## src/rtl/qam_sym_feeder_if.sv

```systemverilog
// qam_sym_feeder_if: groups the byte-stream, symbol-stream and config/status
// signals of the QAM symbol feeder. The slave modport is the feeder's view and
// the master modport is the view of whoever drives it (framer/mapper/bench).
interface qam_sym_feeder_if;
    logic       i_start;
    logic [2:0] i_conf_qam_num;
    logic       i_conf_qam_gray;
    logic [7:0] i_byte_data;
    logic       i_byte_val;
    logic       i_byte_last;
    logic       o_byte_ready;
    logic       i_mod_ready;
    logic [7:0] o_sym_data;
    logic       o_sym_val;
    logic [2:0] o_conf_qam_num;
    logic       o_conf_qam_gray;
    logic       o_busy;
    logic       o_frame_done;
    logic       o_err;

    modport slave (
        input  i_start,
        input  i_conf_qam_num,
        input  i_conf_qam_gray,
        input  i_byte_data,
        input  i_byte_val,
        input  i_byte_last,
        output o_byte_ready,
        input  i_mod_ready,
        output o_sym_data,
        output o_sym_val,
        output o_conf_qam_num,
        output o_conf_qam_gray,
        output o_busy,
        output o_frame_done,
        output o_err
    );

    modport master (
        output i_start,
        output i_conf_qam_num,
        output i_conf_qam_gray,
        output i_byte_data,
        output i_byte_val,
        output i_byte_last,
        input  o_byte_ready,
        output i_mod_ready,
        input  o_sym_data,
        input  o_sym_val,
        input  o_conf_qam_num,
        input  o_conf_qam_gray,
        input  o_busy,
        input  o_frame_done,
        input  o_err
    );
endinterface

```

## src/rtl/qam_sym_feeder.sv

```systemverilog
// qam_sym_feeder: repacks a framed byte stream into 1/2/4/6/8-bit symbol
// groups for the QAM mapper, one symbol per cycle under downstream ready.
// Optional feature macro: QAM_SYM_FEED_PAD_EN -- when defined, residual bits
// at frame end are sent as one zero-padded symbol; when undefined they are
// dropped and the loss is flagged on o_err together with o_frame_done.
module qam_sym_feeder #(
    parameter int BUF_W = 16
) (
    input  logic             clk,
    input  logic             xrst,
    qam_sym_feeder_if.slave  bus
);

    localparam logic [1:0] ST_IDLE  = 2'd0;
    localparam logic [1:0] ST_RUN   = 2'd1;
    localparam logic [1:0] ST_FLUSH = 2'd2;
    localparam logic [1:0] ST_DONE  = 2'd3;

    logic [1:0]       r_state;
    logic [1:0]       w_stateNext;
    logic [BUF_W-1:0] r_bitBuf;
    logic [BUF_W-1:0] w_bitBufNext;
    logic [4:0]       r_bitCount;
    logic [4:0]       w_bitCountNext;
    logic [2:0]       r_qamNum;
    logic             r_qamGray;
    logic             r_symVal;
    logic [7:0]       r_symData;
    logic             r_err;

    logic [3:0]       w_bps;
    logic [4:0]       w_bpsWide;
    logic             w_active;
    logic             w_haveFull;
    logic             w_residual;
    logic             w_padEmit;
    logic             w_discard;
    logic             w_emit;
    logic             w_byteReady;
    logic             w_accept;
    logic             w_goodStart;
    logic             w_badStart;
    logic [4:0]       w_symShift;
    logic [BUF_W-1:0] w_symWide;
    logic [7:0]       w_sym;
    logic [BUF_W-1:0] w_bufShifted;
    logic [4:0]       w_cntAfter;
    logic [BUF_W-1:0] w_byteAligned;
    logic [BUF_W-1:0] w_bufIns;

    // Bits per symbol for the latched modulation order.
    always_comb begin
        w_bps = 4'd8;
        case (r_qamNum)
            3'd0:    w_bps = 4'd1;
            3'd1:    w_bps = 4'd2;
            3'd2:    w_bps = 4'd4;
            3'd3:    w_bps = 4'd6;
            default: w_bps = 4'd8;
        endcase
    end

    assign w_bpsWide   = {1'b0, w_bps};
    assign w_active    = (r_state == ST_RUN) || (r_state == ST_FLUSH);
    assign w_haveFull  = (r_bitCount >= w_bpsWide);
    assign w_residual  = (r_state == ST_FLUSH) && !w_haveFull && (r_bitCount != 5'd0);

`ifdef QAM_SYM_FEED_PAD_EN
    assign w_padEmit   = w_residual && bus.i_mod_ready;
    assign w_discard   = 1'b0;
`else
    assign w_padEmit   = 1'b0;
    assign w_discard   = w_residual;
`endif

    assign w_emit      = (w_active && w_haveFull && bus.i_mod_ready) || w_padEmit;
    assign w_byteReady = (r_state == ST_RUN) && (r_bitCount <= 5'd8);
    assign w_accept    = w_byteReady && bus.i_byte_val;
    assign w_goodStart = (r_state == ST_IDLE) && bus.i_start && (bus.i_conf_qam_num <= 3'd4);
    assign w_badStart  = (r_state == ST_IDLE) && bus.i_start && (bus.i_conf_qam_num > 3'd4);

    // The buffer is left-aligned with zeros below the valid bits, so taking the
    // top bps bits also yields the zero padding for a residual symbol.
    assign w_symShift    = 5'(BUF_W) - w_bpsWide;
    assign w_symWide     = r_bitBuf >> w_symShift;
    assign w_sym         = w_symWide[7:0];
    assign w_bufShifted  = w_emit ? (r_bitBuf << w_bps) : r_bitBuf;
    assign w_cntAfter    = w_emit ? (w_padEmit ? 5'd0 : (r_bitCount - w_bpsWide)) : r_bitCount;
    assign w_byteAligned = {bus.i_byte_data, {(BUF_W-8){1'b0}}};
    assign w_bufIns      = w_byteAligned >> w_cntAfter;

    // Next buffer contents: drop emitted bits, then append an accepted byte
    // just below the bits that remain.
    always_comb begin
        w_bitBufNext   = w_bufShifted;
        w_bitCountNext = w_cntAfter;
        if (w_accept) begin
            w_bitBufNext   = w_bufShifted | w_bufIns;
            w_bitCountNext = w_cntAfter + 5'd8;
        end
        if (r_state == ST_DONE) begin
            w_bitBufNext   = '0;
            w_bitCountNext = 5'd0;
        end
    end

    // Frame sequencing: start, last-byte acceptance, drain and completion.
    always_comb begin
        w_stateNext = r_state;
        case (r_state)
            ST_IDLE: begin
                if (w_goodStart) begin
                    w_stateNext = ST_RUN;
                end
            end
            ST_RUN: begin
                if (w_accept && bus.i_byte_last) begin
                    w_stateNext = ST_FLUSH;
                end
            end
            ST_FLUSH: begin
                if (!w_haveFull) begin
                    if (r_bitCount == 5'd0) begin
                        w_stateNext = ST_DONE;
                    end else if (w_padEmit || w_discard) begin
                        w_stateNext = ST_DONE;
                    end
                end
            end
            default: begin
                w_stateNext = ST_IDLE;
            end
        endcase
    end

    // State, bit buffer and bit count.
    always_ff @(posedge clk or negedge xrst) begin
        if (!xrst) begin
            r_state    <= ST_IDLE;
            r_bitBuf   <= '0;
            r_bitCount <= 5'd0;
        end else begin
            r_state    <= w_stateNext;
            r_bitBuf   <= w_bitBufNext;
            r_bitCount <= w_bitCountNext;
        end
    end

    // Modulation config is captured only on an accepted start and held after.
    always_ff @(posedge clk or negedge xrst) begin
        if (!xrst) begin
            r_qamNum  <= 3'd0;
            r_qamGray <= 1'b0;
        end else if (w_goodStart) begin
            r_qamNum  <= bus.i_conf_qam_num;
            r_qamGray <= bus.i_conf_qam_gray;
        end
    end

    // Registered symbol output; data is forced to zero when not valid.
    always_ff @(posedge clk or negedge xrst) begin
        if (!xrst) begin
            r_symVal  <= 1'b0;
            r_symData <= 8'd0;
        end else begin
            r_symVal  <= w_emit;
            r_symData <= w_emit ? w_sym : 8'd0;
        end
    end

    // Error pulse: bad start config, or residual bits dropped (lands in DONE).
    always_ff @(posedge clk or negedge xrst) begin
        if (!xrst) begin
            r_err <= 1'b0;
        end else begin
            r_err <= w_badStart || w_discard;
        end
    end

    assign bus.o_byte_ready    = w_byteReady;
    assign bus.o_sym_data      = r_symData;
    assign bus.o_sym_val       = r_symVal;
    assign bus.o_conf_qam_num  = r_qamNum;
    assign bus.o_conf_qam_gray = r_qamGray;
    assign bus.o_busy          = (r_state != ST_IDLE);
    assign bus.o_frame_done    = (r_state == ST_DONE);
    assign bus.o_err           = r_err;

endmodule

```

## src/flat_wrapper.sv

```systemverilog
// flat-port wrapper written by rule: the top's interface ports become plain ports
module qam_sym_feeder_flat 
#(
    parameter int BUF_W = 16
)
  (clk, xrst, bus_i_start, bus_i_conf_qam_num, bus_i_conf_qam_gray, bus_i_byte_data, bus_i_byte_val, bus_i_byte_last, bus_o_byte_ready, bus_i_mod_ready, bus_o_sym_data, bus_o_sym_val, bus_o_conf_qam_num, bus_o_conf_qam_gray, bus_o_busy, bus_o_frame_done, bus_o_err);
  qam_sym_feeder_if bus_i ();
  input  logic clk;
  input  logic xrst;
  input wire logic [$bits(bus_i.i_start)-1:0] bus_i_start;
  input wire logic [$bits(bus_i.i_conf_qam_num)-1:0] bus_i_conf_qam_num;
  input wire logic [$bits(bus_i.i_conf_qam_gray)-1:0] bus_i_conf_qam_gray;
  input wire logic [$bits(bus_i.i_byte_data)-1:0] bus_i_byte_data;
  input wire logic [$bits(bus_i.i_byte_val)-1:0] bus_i_byte_val;
  input wire logic [$bits(bus_i.i_byte_last)-1:0] bus_i_byte_last;
  output wire logic [$bits(bus_i.o_byte_ready)-1:0] bus_o_byte_ready;
  input wire logic [$bits(bus_i.i_mod_ready)-1:0] bus_i_mod_ready;
  output wire logic [$bits(bus_i.o_sym_data)-1:0] bus_o_sym_data;
  output wire logic [$bits(bus_i.o_sym_val)-1:0] bus_o_sym_val;
  output wire logic [$bits(bus_i.o_conf_qam_num)-1:0] bus_o_conf_qam_num;
  output wire logic [$bits(bus_i.o_conf_qam_gray)-1:0] bus_o_conf_qam_gray;
  output wire logic [$bits(bus_i.o_busy)-1:0] bus_o_busy;
  output wire logic [$bits(bus_i.o_frame_done)-1:0] bus_o_frame_done;
  output wire logic [$bits(bus_i.o_err)-1:0] bus_o_err;
  assign bus_i.i_start = bus_i_start;
  assign bus_i.i_conf_qam_num = bus_i_conf_qam_num;
  assign bus_i.i_conf_qam_gray = bus_i_conf_qam_gray;
  assign bus_i.i_byte_data = bus_i_byte_data;
  assign bus_i.i_byte_val = bus_i_byte_val;
  assign bus_i.i_byte_last = bus_i_byte_last;
  assign bus_o_byte_ready = bus_i.o_byte_ready;
  assign bus_i.i_mod_ready = bus_i_mod_ready;
  assign bus_o_sym_data = bus_i.o_sym_data;
  assign bus_o_sym_val = bus_i.o_sym_val;
  assign bus_o_conf_qam_num = bus_i.o_conf_qam_num;
  assign bus_o_conf_qam_gray = bus_i.o_conf_qam_gray;
  assign bus_o_busy = bus_i.o_busy;
  assign bus_o_frame_done = bus_i.o_frame_done;
  assign bus_o_err = bus_i.o_err;
  qam_sym_feeder #(.BUF_W(BUF_W)) u_core (.clk(clk), .xrst(xrst), .bus(bus_i));
endmodule
```

## config.mk

```make
export PLATFORM = sky130hd
export DESIGN_NAME = qam_sym_feeder_flat
export DESIGN_NICKNAME = d
export VERILOG_FILES = /design/src/rtl/qam_sym_feeder_if.sv /design/src/rtl/qam_sym_feeder.sv /design/src/flat_wrapper.sv
export SDC_FILE = /design/constraint.sdc
export NUM_CORES = 1
export LEC_CHECK = 0
export ABC_AREA = 1
export ABC_CLOCK_PERIOD_IN_PS = 2600
export CAP_MARGIN = 20
export CORE_UTILIZATION = 45
export CTS_CLUSTER_SIZE = 10
export DETAILED_ROUTE_END_ITERATION = 12
export PLACE_DENSITY = 0.69
export SLEW_MARGIN = 20
export SYNTH_ARGS = -nofsm -noshare
export SYNTH_HDL_FRONTEND = slang
export SYNTH_SLANG_ARGS = --single-unit
export TNS_END_PERCENT = 1
```

## constraint.sdc

```tcl
create_clock -name clk -period 2.6 [get_ports clk]
set_input_delay 0.39 -clock clk [delete_from_list [all_inputs] [get_ports clk]]
set_output_delay 0.39 -clock clk [all_outputs]
set_load 0.05 [all_outputs]
```

## Word-level counts from Yosys, hierarchy flattened

Cells that the tools add are included.

| word-level totals | value |
|---|---|
| register bits after elaboration | 37 |
| input bits | 18 |
| output and inout port bits | 17 |
| word-level logic and storage cells | 62 |

| operators by class | value |
|---|---|
| add/subtract/negate cells | 3 |
| $lt $le $gt $ge | 4 |
| eq/ne operators | 10 |
| shifts and indexed selects | 3 |
| muxes and demuxes | 14 |
| bitwise logic cells | 1 |
| reduce and logical (&&, ||, !) cells | 19 |

Operators with widths:

| cell | number |
|---|---|
| 16-bit 2-to-1 mux | 3 |
| 16-bit bitwise OR | 1 |
| 4-bit one-hot mux with 4 select lines | 1 |
| 16-bit by 4-bit << shifter with 16-bit output | 1 |
| 16-bit by 5-bit >> shifter with 16-bit output | 1 |
| 16-bit by 5-bit >> shifter with 8-bit output | 1 |
| 5-bit 2-to-1 mux | 3 |
| 1-bit logical AND | 10 |
| 2-bit 2-to-1 mux | 5 |
| 8-bit 2-to-1 mux | 1 |
| 3-bit by 2-bit == test with 1-bit output (second input constant) | 2 |
| 2-bit one-hot mux with 3 select lines | 1 |
| 5-bit by 4-bit adder with 5-bit output (second input constant) | 1 |
| 5-bit by 4-bit >= comparator with 1-bit output | 1 |
| 5-bit by 4-bit less-or-equal comparator with 1-bit output (second input constant) | 1 |
| 5-bit zero test | 1 |
| 5-bit nonzero test | 1 |
| 5-bit by 4-bit subtractor with 5-bit output | 1 |
| 5-bit by 4-bit subtractor with 5-bit output (first input constant) | 1 |
| 2-bit == test (second input constant) | 2 |
| 2-bit != test (second input constant) | 2 |
| 4-bit AND reduction | 1 |
| 3-bit by 1-bit == test with 1-bit output (second input constant) | 1 |
| 3-bit > comparator (second input constant) | 1 |
| other kinds (9) | 10 |

## Logic depth before layout (Yosys ltp)

Gate-level depths: netlist (run 1).

| depth | value |
|---|---|
| word-level depth | 10 |
| mapped depth | 20 |
| depth with buffers taken out | 19 |

## Worst setup path before layout (run 1)

OpenSTA, ideal clock, no wires.

| timing path | value |
|---|---|
| path kind | reg-to-reg |
| start | register u_core.r_qamNum[0] (netlist: u_core.bus.o_conf_qam_num[0]) |
| end | register u_core.r_bitBuf[7] |
| library setup time | 0.075 ns |
| arrival time | 2.909 ns |
| data required time | 2.525 ns |
| slack | -0.384 ns |
| stages on the path, launching flop included | 19 |
| buffers on the path | 1 |
| period minus slack after synthesis | 2.984 ns |
| cells stage by stage | dfrtp_1 inv_1 nor2_2 clkinv_1 ha_1 nand3_1 nand2_1 nand2_1 nand2_4 nand2_4 buf_6 nand2_2 nand2_1 nand2_1 inv_1 nand3_1 a21oi_1 nand2_1 a21oi_2 |

| on the way | value |
|---|---|
| word-level cells in the longest chain between the ends | 10 |
| elaborated cells between the ends (all ways) | 16 |
| those cells by class | 1 x add/sub; 1 x order compare; 3 x eq/ne; 2 x shift; 5 x mux; 1 x bitwise; 3 x reduce/logical |

Ends and longest elaborated chain:

| item | line | text |
|---|---|---|
| from (decl) | qam_sym_feeder.sv:25 | `logic [2:0] r_qamNum;` |
| from (signal assigned) | qam_sym_feeder.sv:155 | `r_qamNum <= bus.i_conf_qam_num;` |
| 3-bit by 2-bit == test with 1-bit output (tied with other cells) | qam_sym_feeder.sv:54 | `case (r_qamNum)` |
| 4-bit one-hot mux with 4 select lines (*) | qam_sym_feeder.sv:54 |  |
| 5-bit by 4-bit >= comparator with 1-bit output | qam_sym_feeder.sv:65 | `assign w_haveFull = (r_bitCount >= w_bpsWide);` |
| 1-bit logical AND (2 in series) | qam_sym_feeder.sv:76 | `assign w_emit = (w_active && w_haveFull && bus.i_mod_ready) \|\| w_padEmit;` |
| 5-bit 2-to-1 mux | qam_sym_feeder.sv:88 | `assign w_cntAfter = w_emit ? (w_padEmit ? 5'd0 : (r_bitCount - w_bpsWide)) : r_bitCount;` |
| 16-bit by 5-bit >> shifter with 16-bit output | qam_sym_feeder.sv:90 | `assign w_bufIns = w_byteAligned >> w_cntAfter;` |
| 16-bit bitwise OR | qam_sym_feeder.sv:98 | `w_bitBufNext = w_bufShifted \| w_bufIns;` |
| 16-bit 2-to-1 mux (*) | qam_sym_feeder.sv:97 | `if (w_accept) begin` |
| 16-bit 2-to-1 mux (*) | qam_sym_feeder.sv:101 | `if (r_state == ST_DONE) begin` |
| via u_core.w_bitBufNext[7] | qam_sym_feeder.sv:22 | `logic [BUF_W-1:0] w_bitBufNext;` |
| to (signal assigned) | qam_sym_feeder.sv:144 | `r_bitBuf <= w_bitBufNext;` |
| to (decl) | qam_sym_feeder.sv:21 | `logic [BUF_W-1:0] r_bitBuf;` |

The timed path passes the listed nets; every way through them passes the cells marked *.
A chain may end at the register's enable or synchronous reset.

## Worst setup path after layout (run 1)

| timing path | value |
|---|---|
| start | register u_core.r_qamNum[2] (netlist: u_core.bus.o_conf_qam_num[2]) |
| end | register u_core.r_bitBuf[7] |

Same word-level chain as after synthesis.

==> reports/metrics.csv, run 1 <==
stage;metric;value;unit
outcome;status;finished, final reports clean;
critical_path;crit_fanout;6;
floorplanning;rows;29;
critical_path;worstPathRequired;2.78;ns
critical_path;path_class;reg2reg;
synthesis;synth-xor-area-share;0.593;%
sta;skew;0.00669;ns
sta;fin_crit;2.54;ns
route;antenna_left;0;
sta;worst_pin_slew;0.846;ns
route;drc;0;
synthesis;synthCells;435;
synthesis;synth_compound_area_share;22.7;%
floorplanning;die_y;83.0;µm
synthesis;muxShareOfSynthArea;0.721;%
critical_path;ff2ff_setup_slack;0.06;ns
synthesis;yosys.area_share.adder;4.92;%
clock_network;clk_pin_slew_worst_paths;0.09;ns
route;firstDrtPassIters;5;
route;wl_per_cell;15.3;µm
cells_and_area;antenna_cells;0;
floorplanning;die_w;83.0;µm
sta;fmax;394;MHz
floorplanning;core;0.00635;mm²
critical_path;cp.arrival;2.72;ns
sta;worst_slew_margin_rel;43.6;%
sta;setup_violations;0;
grt;grt_first_pass_wirelength;13700;µm
clock_network;cts_tree;built;
cells_and_area;final_cell_area;0.00398;mm²
critical_path;crit_path_end_kind;flop;
place;placed_cell_area;0.00356;mm²
clock_network;cts_sinks;37;
grt;grt_use_total;24.7;%
synthesis;synth_top_family_by_area;simple AND/OR/NAND/NOR gates;
route;totalWireLength;8800;µm
hold_path;hold_class;in2async;
floorplanning;ios;35;
grt;grt_pass1_vias;2925;
critical_path;worstRegToRegCells;16;
clock_network;cts_buffers;5;
cells_and_area;area_growth;34.8;%
sta;finalHoldViolations;0;
run;maxCapViolCount;0;
sta;post-route-period-util;97.6;%
synthesis;synth-seq-area-share;31.4;%
place;place_congestion;0.951;
cells_and_area;drive_gt1_share;21.4;%
floorplanning;start_util;46.5;%
clock_network;clockBufferDepth;2;
place;port-buffer-count;34;
sta;final_max_slew_viol_count;0;
synthesis;ys_ff_latch;37;
synthesis;syn_nets;464;
synthesis;synth_area;0.00295;mm²
sta;rsz0062_at_grt;true;
synthesis;yosys.area_share.simple;31.5;%
grt;overflow;0;
route;vias_per_cell;5.69;
route;vias;3276;
sta;tns;0;ns
grt;grt_max_degree;38;
synthesis;yosysUniqueCellTypes;39;
sta;setup_slack;0.0626;ns
cells_and_area;nNetsFinal;527;
floorplanning;die-area;0.00689;mm²
clock_network;insertion_delay;0.30;ns
grt;antenna_found_initial;0;
clock_network;cts.htree.levels;2;
synthesis;syn_area_per_cell;6.79;µm²
place;preCtsSetupSlack;0.0459;ns
route;dr.first_iter.drc_count;324;
place;post-dp-hpwl;6400;µm
critical_path;cp-start-kind;flop;
clock_network;cts_root_buf;clkbuf_8;
synthesis;yosysWarningCount;0;
==> worst max-delay path: stages (launching register included) <==
cell,delay [ns]
dfrtp_2,0.44
buf_6,0.13
nor2_4,0.11
inv_2,0.06
ha_4,0.29
nand2_2,0.07
o21a_1,0.22
nand2_4,0.11
nand2_8,0.07
buf_6,0.14
o21ai_4,0.23
buf_6,0.17
nand3_2,0.09
nand3_2,0.09
nand3_2,0.06
nand2_1,0.09
a21oi_2,0.06
==> kinds of logic after synthesis <==
family | after synthesis
buffers and inverters | 60
AND/OR/NAND/NOR | 210
flip-flops | 37
AO/OA/AOI/OAI | 113
XOR/XNOR | 2
adder cells (fa/ha/maj) | 11
multiplexers | 2
==> repair_timing <==
action                     CTS  global route
setup endpoints to repair    0            19
buffers inserted             0             7
hold buffers                 0             0
resized for setup            0            43
==> placed cells by master (no fill, tap or decap), drive strengths merged, types with 2 or more instances in the layout <==
cell type,n
nand2,113
nand3,57
o21ai,51
inv,46
dfrtp,37
a21oi,37
buf,36
clkdlybuf4s50,31
nor2,31
ha,10
clkbuf,6
a32oi,5
o22ai,4
o211ai,4
nor3,4
nand4,3
a31oi,3
o21a,2
a211oi,2
xor2,2
o221ai,2
o31ai,2
bufinv,2
or2,2
==> Yosys cell counts <==
library cell | n | area [µm²]
nand3_2 | 1 | 10.0
nand3_1 | 56 | 280
a32oi_1 | 5 | 43.8
o21ai_4 | 2 | 32.5
nand4_1 | 3 | 18.8
nor2_1 | 26 | 97.6
o211ai_1 | 4 | 30.0
o21ai_2 | 2 | 17.5
or2_1 | 1 | 6.26
a31oi_1 | 3 | 18.8
a211oi_1 | 2 | 15.0
o221ai_1 | 2 | 17.5
o21bai_1 | 1 | 7.51
nand2_4 | 3 | 33.8
mux2i_1 | 1 | 10.0
buf_6 | 2 | 22.5
o21a_1 | 2 | 15.0
clkinv_1 | 2 | 7.51
ha_1 | 10 | 125
o21ai_0 | 47 | 235
inv_2 | 2 | 7.51
nand2_1 | 106 | 398
nor2_2 | 5 | 31.3
or2_2 | 1 | 6.26
buf_1 | 1 | 3.75
inv_1 | 42 | 158
clkbuf_1 | 8 | 30.0
a21oi_2 | 3 | 26.3
o31ai_1 | 2 | 15.0
dfrtp_1 | 37 | 926
o22ai_1 | 4 | 25.0
a21oi_1 | 34 | 170
buf_2 | 3 | 15.0
fa_1 | 1 | 20.0
xor2_1 | 2 | 17.5
nand3b_1 | 1 | 7.51
nor3_1 | 4 | 20.0
mux2_2 | 1 | 11.3
nand2_2 | 3 | 18.8
==> layer usage <==
metal  vias to the layer above  track usage (%)  share of wire, %  wire length, µm
met2                       166             38.5                46             4080
met4                         0             8.46               2.3              205
met1                      1486             34.2                43             3820
met5                         -                0                 0                0
li1                       1599                -                 -                -
met3                        25             4.87               7.9              696
==> flip-flops by register name, summed over array words and instances (netlist names) <==
register                    flops
u_core.bus.o_sym_val            1
u_core.r_state                  2
u_core.bus.o_conf_qam_gray      1
u_core.bus.o_sym_data           8
u_core.r_bitCount               5
u_core.bus.o_conf_qam_num       3
u_core.r_bitBuf                16
u_core.bus.o_err                1
==> per-stage QoR <==
step	util [%]	hold slack (ns)	cells
4_1_cts	58.3	0.213	567
3_5_place_dp	56.1	0.497	559
2_1_floorplan	-	0.0944	435
3_3_place_gp	56.1	0.487	559
6_report	62.6	0.184	576
5_1_grt	62.6	0.254	576
==> area by class of cell <==
class                   count  area (µm²)
well taps                  77        96.3
repair buffers             69         647
inverters                  46         183
flip-flops and latches     37         930
multi-input cells         339        1980
clock buffers               5        68.8
clock inverters             3        68.8
fillers                   552        2370
==> final timing paths <==
check	from	end
setup reg to reg	u_core.bus.o_conf_qam_num[2]	u_core.r_bitBuf[7]
max in group asynchronous	xrst	u_core.bus.o_conf_qam_num[0]
setup / recovery	u_core.bus.o_conf_qam_num[2]	u_core.r_bitBuf[7]
hold reg to reg	u_core.bus.o_conf_qam_gray	u_core.bus.o_conf_qam_gray
hold / removal	xrst	u_core.r_state[0]
min in group clk	u_core.bus.o_conf_qam_gray	u_core.bus.o_conf_qam_gray
Power of run 1 is left out: the tool's default activity adds up to more than one toggle a clock period on the data nets, which glitch-free logic cannot reach.
==> run 2, diff against run 1 <==
Settings changed: CELL_PAD_IN_SITES_DETAIL_PLACEMENT set to 0, CELL_PAD_IN_SITES_GLOBAL_PLACEMENT set to 1, CORE_UTILIZATION 45 to 36, CTS_CLUSTER_DIAMETER set to 30, GPL_ROUTABILITY_DRIVEN set to 0, PLACE_DENSITY 0.69 to not set, PLACE_DENSITY_LB_ADDON set to 0.1.
==> run 2 against run 1 <==
Non-clock buffer count grew 3. Die area grew 24%. Flip-flop and latch count is the same. First-iteration DRC count shrank 40%. Fmax shrank 0.41%. Via count shrank 2.7%. Register-to-register slack is essentially flat. Hold slack gained 0.021 ns. Critical path depth is the same. Wire length grew 5.2%. Count of clock-buffer cells in the layout grew 1. Clock skew is essentially flat. Critical path type unchanged. Critical endpoint is now u_core.r_bitBuf[5].
==> reports/metrics.csv, run 2 (synthesized netlist as in run 1, its figures left out) <==
stage;metric;value;unit;change
critical_path;cp.arrival;2.77;ns;was 2.72 ns
cells_and_area;nNetsFinal;529;;was 527
clock_network;clockBufferDepth;2;;unchanged
clock_network;postCtsHoldBufs;0;;unchanged
sta;setup_violations;0;;unchanged
route;totalWireLength;9260;µm;was 8800 µm
cells_and_area;top_register;u_core.r_bitBuf;;unchanged
route;firstDrtPassIters;5;;unchanged
sta;post-route-period-util;98.0;%;was 97.6%
grt;grt_max_degree;38;;unchanged
floorplanning;core;0.00785;mm²;was 0.00635 mm²
place;post-dp-hpwl;6930;µm;was 6400 µm
clock_network;cts.htree.levels;2;;unchanged
floorplanning;die_w;92.5;µm;was 83.0 µm
cells_and_area;antenna_cells;0;;unchanged
outcome;status;finished, final reports clean;;unchanged
sta;fin_crit;2.55;ns;was 2.54 ns
sta;finalHoldViolations;0;;unchanged
cells_and_area;final_util;50.2;%;was 62.6%
place;port-buffer-count;34;;unchanged
run;maxCapViolCount;0;;unchanged
sta;worst_slew_margin_rel;43.0;%;was 43.6%
critical_path;cp_cell_sequence;nor2_2 > nand2_2 > clkinv_2 > ha_4 > fa_1 > buf_4 > nor2_1 > a211oi_1 > nand2_1 > nand2_1 > buf_4 > nor2_2 > nand2_1 > nand3_1 > nand2_2 > a21oi_2;;was buf_6 > nor2_4 > inv_2 > ha_4 > nand2_2 > o21a_1 > nand2_4 > nand2_8 > buf_6 > o21ai_4 > buf_6 > nand3_2 > nand3_2 > nand3_2 > nand2_1 > a21oi_2
critical_path;cp_num_buf_inv;3;;was 4
grt;grt_use_total;22.2;%;was 24.7%
critical_path;crit_family;simple AND/OR/NAND/NOR gates;;unchanged
cells_and_area;drive_gt1_share;19.2;%;was 21.4%
sta;fmax;393;MHz;was 394 MHz
critical_path;slowest_delay;0.47;ns;was 0.44 ns
critical_path;crit_path_top_delay_cell;dfrtp_2;;unchanged
floorplanning;die_y;92.5;µm;was 83.0 µm
clock_network;cts_tree;built;;unchanged
clock_network;cts_root_buf;clkbuf_8;;unchanged
route;vias_per_cell;5.29;;was 5.69
route;antenna_left;0;;unchanged
cells_and_area;final_cell_mix;nand2_1 (102), nand3_1 (47), o21ai_0 (47), inv_1 (40), dfrtp_1 (34);;was nand2_1 (94), o21ai_0 (47), nand3_1 (44), inv_1 (40), dfrtp_1 (34)
grt;antenna_found_initial;0;;unchanged
floorplanning;ios;35;;unchanged
sta;final_max_slew_viol_count;0;;unchanged
critical_path;path_class;reg2reg;;unchanged
sta;worst_pin_slew;0.855;ns;was 0.846 ns
critical_path;crit_fanout;6;;unchanged
floorplanning;die-area;0.00856;mm²;was 0.00689 mm²
floorplanning;start_util;37.6;%;was 46.5%
sta;skew;0.00702;ns;was 0.00669 ns
clock_network;cts_sinks;37;;unchanged
route;wl_per_cell;15.3;µm;about the same
grt;grt_pass1_vias;2973;;was 2925
route;dr.first_iter.drc_count;194;;was 324
critical_path;cp-start-kind;flop;;unchanged
floorplanning;rows;32;;was 29
hold_path;hold_class;in2async;;unchanged
clock_network;insertion_delay;0.29;ns;was 0.30 ns
cells_and_area;largest_reg_flops;16;;unchanged
route;drc;0;;unchanged
clock_network;clk_pin_slew_worst_paths;0.08;ns;was 0.09 ns
critical_path;worstPathRequired;2.82;ns;was 2.78 ns
sta;hold_ws;0.205;ns;was 0.184 ns
sta;tns;0;ns;unchanged
grt;overflow;0;;unchanged
critical_path;crit_path_end_kind;flop;;unchanged
critical_path;path_common_cell;nand2_1;;
grt;grt_first_pass_wirelength;14800;µm;was 13700 µm
route;vias;3188;;was 3276
cells_and_area;area_growth;33.4;%;was 34.8%
sta;rsz0062_at_grt;true;;unchanged
clock_network;cts_buffers;5;;unchanged
cells_and_area;layout_commonest_cell;nand2_1;;unchanged
-- run 2: worst paths after layout --
kind | to | cells past startpoint | slack, ns | start
worst max-delay path | u_core.r_bitBuf[5] | 16 | 0.05 | u_core.bus.o_conf_qam_num[2]
worst min-delay path | u_core.r_state[0] | 1 | 0.21 | xrst
worst max register to register | u_core.r_bitBuf[5] | 16 | 0.05 | u_core.bus.o_conf_qam_num[2]
worst min register to register | u_core.bus.o_conf_qam_gray | 1 | 0.51 | u_core.bus.o_conf_qam_gray
max in group asynchronous | u_core.bus.o_conf_qam_num[1] | 1 | 1.80 | xrst
min in group clk | u_core.bus.o_conf_qam_gray | 1 | 0.51 | u_core.bus.o_conf_qam_gray
-- run 2: what timing repair did --
item | in CTS | in global routing
buffers inserted | 2 | 9
setup endpoints to repair | 2 | 17
pin swaps | 1 | 7
gates resized for setup | 0 | 24
gates cloned | 0 | 1
-- run 2: routing by layer --
metal | share of wire (%) | GRT usage [%] | routed length (µm) | vias to the layer above
li1 | - | - | - | 1602
met1 | 49 | 30.0 | 4520 | 1492
met2 | 46 | 36.5 | 4250 | 84
met3 | 3.7 | 2.96 | 345 | 10
met4 | 1.4 | 6.77 | 133 | 0
met5 | 0 | 0 | 0 | -
-- run 2: cell type report --
| cell class | count | area [µm²] |
|---|---|---|
| Clock buffer | 6 | 82.6 |
| Clock inverter | 2 | 13.8 |
| Fill cell | 827 | 3910 |
| Inverter | 46 | 181 |
| Multi-Input combinational cell | 338 | 1920 |
| Sequential cell | 37 | 930 |
| Tap cell | 102 | 128 |
| Timing Repair Buffer | 72 | 686 |
-- run 2: metrics by stage --
step,cell area [µm²],setup slack (ns),instances
floorplan,3010,0.00836,435
global placement,3600,0.0330,583
detailed placement,3600,0.0189,583
CTS,3710,0.00401,593
global route,3940,-0.0726,603
finish,3940,0.0523,603
-- run 2: worst register-to-register path, delay by kind of cell (launching register included) --
family	cells	cell delay, ns
adder cells (fa/ha/maj)	2	0.53
buffers and inverters	3	0.42
AND/OR/NAND/NOR	9	0.87
flip-flops	1	0.47
AO/OA/AOI/OAI	2	0.19
Power of run 2 is left out for the same reason.
==> run 3, diff against run 2 <==
Settings changed: ABC_CLOCK_PERIOD_IN_PS 2600 to 2100, CORE_ASPECT_RATIO set to 0.5, SKIP_LAST_GASP set to 1.
Clock period 2.6 ns to 2.1 ns, I/O delays scaled along.
==> run 3 against run 2 <==
The flow now finishes with violations (setup timing). Clock skew is 0.0035 ns lower. Via count increased by 3.5%. Fmax shrank 2.1%. Hold slack gained 0.30 ns. Die area up 0.26%. Critical path depth unchanged. Largest cell class unchanged.
==> reports/metrics.csv, run 3 (synthesized netlist as in run 1, its figures left out) <==
stage;metric;value;unit;change
power_and_ir_drop;comb_power_share;75.9;%;
cells_and_area;layout_commonest_cell;nand2_1;;unchanged
cells_and_area;final_cell_mix;nand2_1 (93), buf_4 (55), o21ai_0 (47), inv_1 (39), nand3_1 (39);;was nand2_1 (102), nand3_1 (47), o21ai_0 (47), inv_1 (40), dfrtp_1 (34)
grt;grt_max_degree;32;;was 38
sta;post-route-period-util;124;%;was 98.0%
floorplanning;ios;35;;unchanged
grt;grt_first_pass_wirelength;15800;µm;was 14800 µm
route;wl_per_cell;15.0;µm;was 15.3 µm
route;dr.first_iter.drc_count;248;;was 194
clock_network;clk_pin_slew_worst_paths;0.06;ns;was 0.08 ns
route;drc;0;;unchanged
sta;worst_slew_margin_rel;65.4;%;was 43.0%
sta;setup_slack;-0.502;ns;was 0.0523 ns
cells_and_area;final_cell_area;0.00431;mm²;was 0.00394 mm²
sta;worst_pin_slew;0.518;ns;was 0.855 ns
power_and_ir_drop;cellLeakagePower;2.01;nW;
sta;rsz0062_at_grt;true;;unchanged
critical_path;cp-start-kind;flop;;unchanged
cells_and_area;drive_gt1_share;27.4;%;was 19.2%
clock_network;cts_sinks;37;;unchanged
power_and_ir_drop;seqPwrFrac;13.6;%;
cells_and_area;nNetsFinal;553;;was 529
sta;fmax;384;MHz;was 393 MHz
power_and_ir_drop;ir_drop;0.991;mV;
clock_network;cts_root_buf;clkbuf_16;;was clkbuf_8
cells_and_area;top_register;u_core.r_bitBuf;;unchanged
power_and_ir_drop;p_int;4.25;mW;
route;antenna_left;0;;unchanged
route;totalWireLength;9480;µm;was 9260 µm
grt;grt_pass1_vias;3247;;was 2973
floorplanning;rows;22;;was 32
outcome;status;finished, violations left;;was finished, final reports clean
sta;skew;0.00348;ns;was 0.00702 ns
clock_network;insertion_delay;0.29;ns;about the same
floorplanning;die-area;0.00859;mm²;was 0.00856 mm²
critical_path;cp.arrival;2.82;ns;was 2.77 ns
clock_network;cts.htree.levels;2;;unchanged
floorplanning;core;0.00762;mm²;was 0.00785 mm²
power_and_ir_drop;power;8.62;mW;
sta;finalHoldViolations;0;;unchanged
power_and_ir_drop;clock_power_share;10.5;%;
hold_path;hold_class;reg2reg;;was in2async
route;firstDrtPassIters;5;;unchanged
route;vias_per_cell;5.21;;was 5.29
power_and_ir_drop;netSwitchingFraction;50.6;%;
floorplanning;die_w;130;µm;was 92.5 µm
sta;tns;-9.97;ns;was 0 ns
cells_and_area;largest_reg_flops;16;;unchanged
outcome;violations;setup timing;;
grt;overflow;0;;unchanged
critical_path;ff2ff_setup_slack;-0.50;ns;was 0.05 ns
cells_and_area;antenna_cells;0;;unchanged
clock_network;clockBufferDepth;2;;unchanged
sta;setup_violations;28;;was 0
sta;fin_crit;2.60;ns;was 2.55 ns
place;port-buffer-count;34;;unchanged
floorplanning;start_util;38.7;%;was 37.6%
power_and_ir_drop;power.switching;4.36;mW;
cells_and_area;area_growth;45.9;%;was 33.4%
route;vias;3300;;was 3188
critical_path;crit_fanout;7;;was 6
grt;grt_use_total;24.1;%;was 22.2%
place;post-dp-hpwl;7300;µm;was 6930 µm
floorplanning;die_y;66.0;µm;was 92.5 µm
clock_network;cts_buffers;5;;unchanged
place;placed_cell_area;0.00387;mm²;was 0.00360 mm²
critical_path;path_class;reg2reg;;unchanged
grt;antenna_found_initial;0;;unchanged
sta;final_max_slew_viol_count;0;;unchanged
power_and_ir_drop;power_density;2000;mW/mm²;
critical_path;crit_path_end_kind;flop;;unchanged
critical_path;worstPathRequired;2.31;ns;was 2.82 ns
cells_and_area;final_util;56.5;%;was 50.2%
run;maxCapViolCount;0;;unchanged
clock_network;cts_tree;built;;unchanged
-- run 3: cell count changes in the layout (fill, tap and decap cells not counted), moves of 7 or more --
| cell | change |
|---|---|
| nand3_1 | -8 |
| nand2_1 | -9 |
| nand3_2 | +8 |
| buf_4 | +25 |
| nand2_2 | +7 |
-- run 3: path summary, 6_finish.rpt --
path                                           endpoint  depth (start not counted)                          from
min                          u_core.bus.o_conf_qam_gray                          1    u_core.bus.o_conf_qam_gray
max                                  u_core.r_bitBuf[7]                         16  u_core.bus.o_conf_qam_num[2]
min in group asynchronous      u_core.bus.o_sym_data[1]                          3                          xrst
min reg2reg                  u_core.bus.o_conf_qam_gray                          1    u_core.bus.o_conf_qam_gray
max in group asynchronous  u_core.bus.o_conf_qam_num[1]                          3                          xrst
max reg2reg                          u_core.r_bitBuf[7]                         16  u_core.bus.o_conf_qam_num[2]
-- run 3: layout make-up --
type                    instances  area, µm²
repair buffers                 96        896
fillers                       741       3320
well taps                     108        135
clock inverters                 2       37.5
flip-flops and latches         37        930
inverters                      46        185
clock buffers                   6        139
multi-input cells             338       1980
-- run 3: routing by layer --
metal,GRT usage (%),wire length [µm]
met5,0,0
met4,5.81,109
met3,5.18,493
met2,38.2,4150
met1,33.3,4730
-- run 3: worst max-delay path, cell delays in order, from the launching register on --
cell and delay [ns]:
dfrtp_2 0.46, buf_12 0.15, nor2_4 0.09, inv_2 0.06
ha_4 0.28, nand2_1 0.07, o21a_1 0.20, nand2_4 0.09
nand2_4 0.08, buf_12 0.15, o21ai_4 0.21, buf_12 0.16
buf_4 0.12, nand3_1 0.08, a21oi_1 0.14, nand2_1 0.08
a21oi_2 0.11
-- run 3: stage by stage --
step           instances  hold slack, ns  worst slack, ns
4_1_cts              630           0.508           -0.434
6_report             633           0.502           -0.502
3_3_place_gp         618           0.285           -0.421
5_1_grt              633           0.528           -0.626
3_5_place_dp         618           0.304           -0.425
2_1_floorplan        435          0.0194           -0.474
-- run 3: repair_timing --
action,CTS,global route
endpoints found under the hold margin,13,0
endpoints found under the setup margin,28,31
pin swaps,4,10
resized for setup,13,27
buffers inserted,3,2
hold buffers,1,0
cloned,0,1
-- run 3: power by group through the flow --
| stage | clock [mW] | sequential, mW | combinational, mW |
|---|---|---|---|
| 2_1_floorplan | 0 | 1.49 | 3.46 |
| 3_3_place_gp | 0 | 1.18 | 5.75 |
| 3_5_place_dp | 0 | 1.19 | 5.79 |
| 4_1_cts | 0.926 | 1.18 | 6.07 |
| 5_1_grt | 0.949 | 1.21 | 7.18 |
| 6_report | 0.906 | 1.18 | 6.54 |
Power figures use the tool's default switching activity.
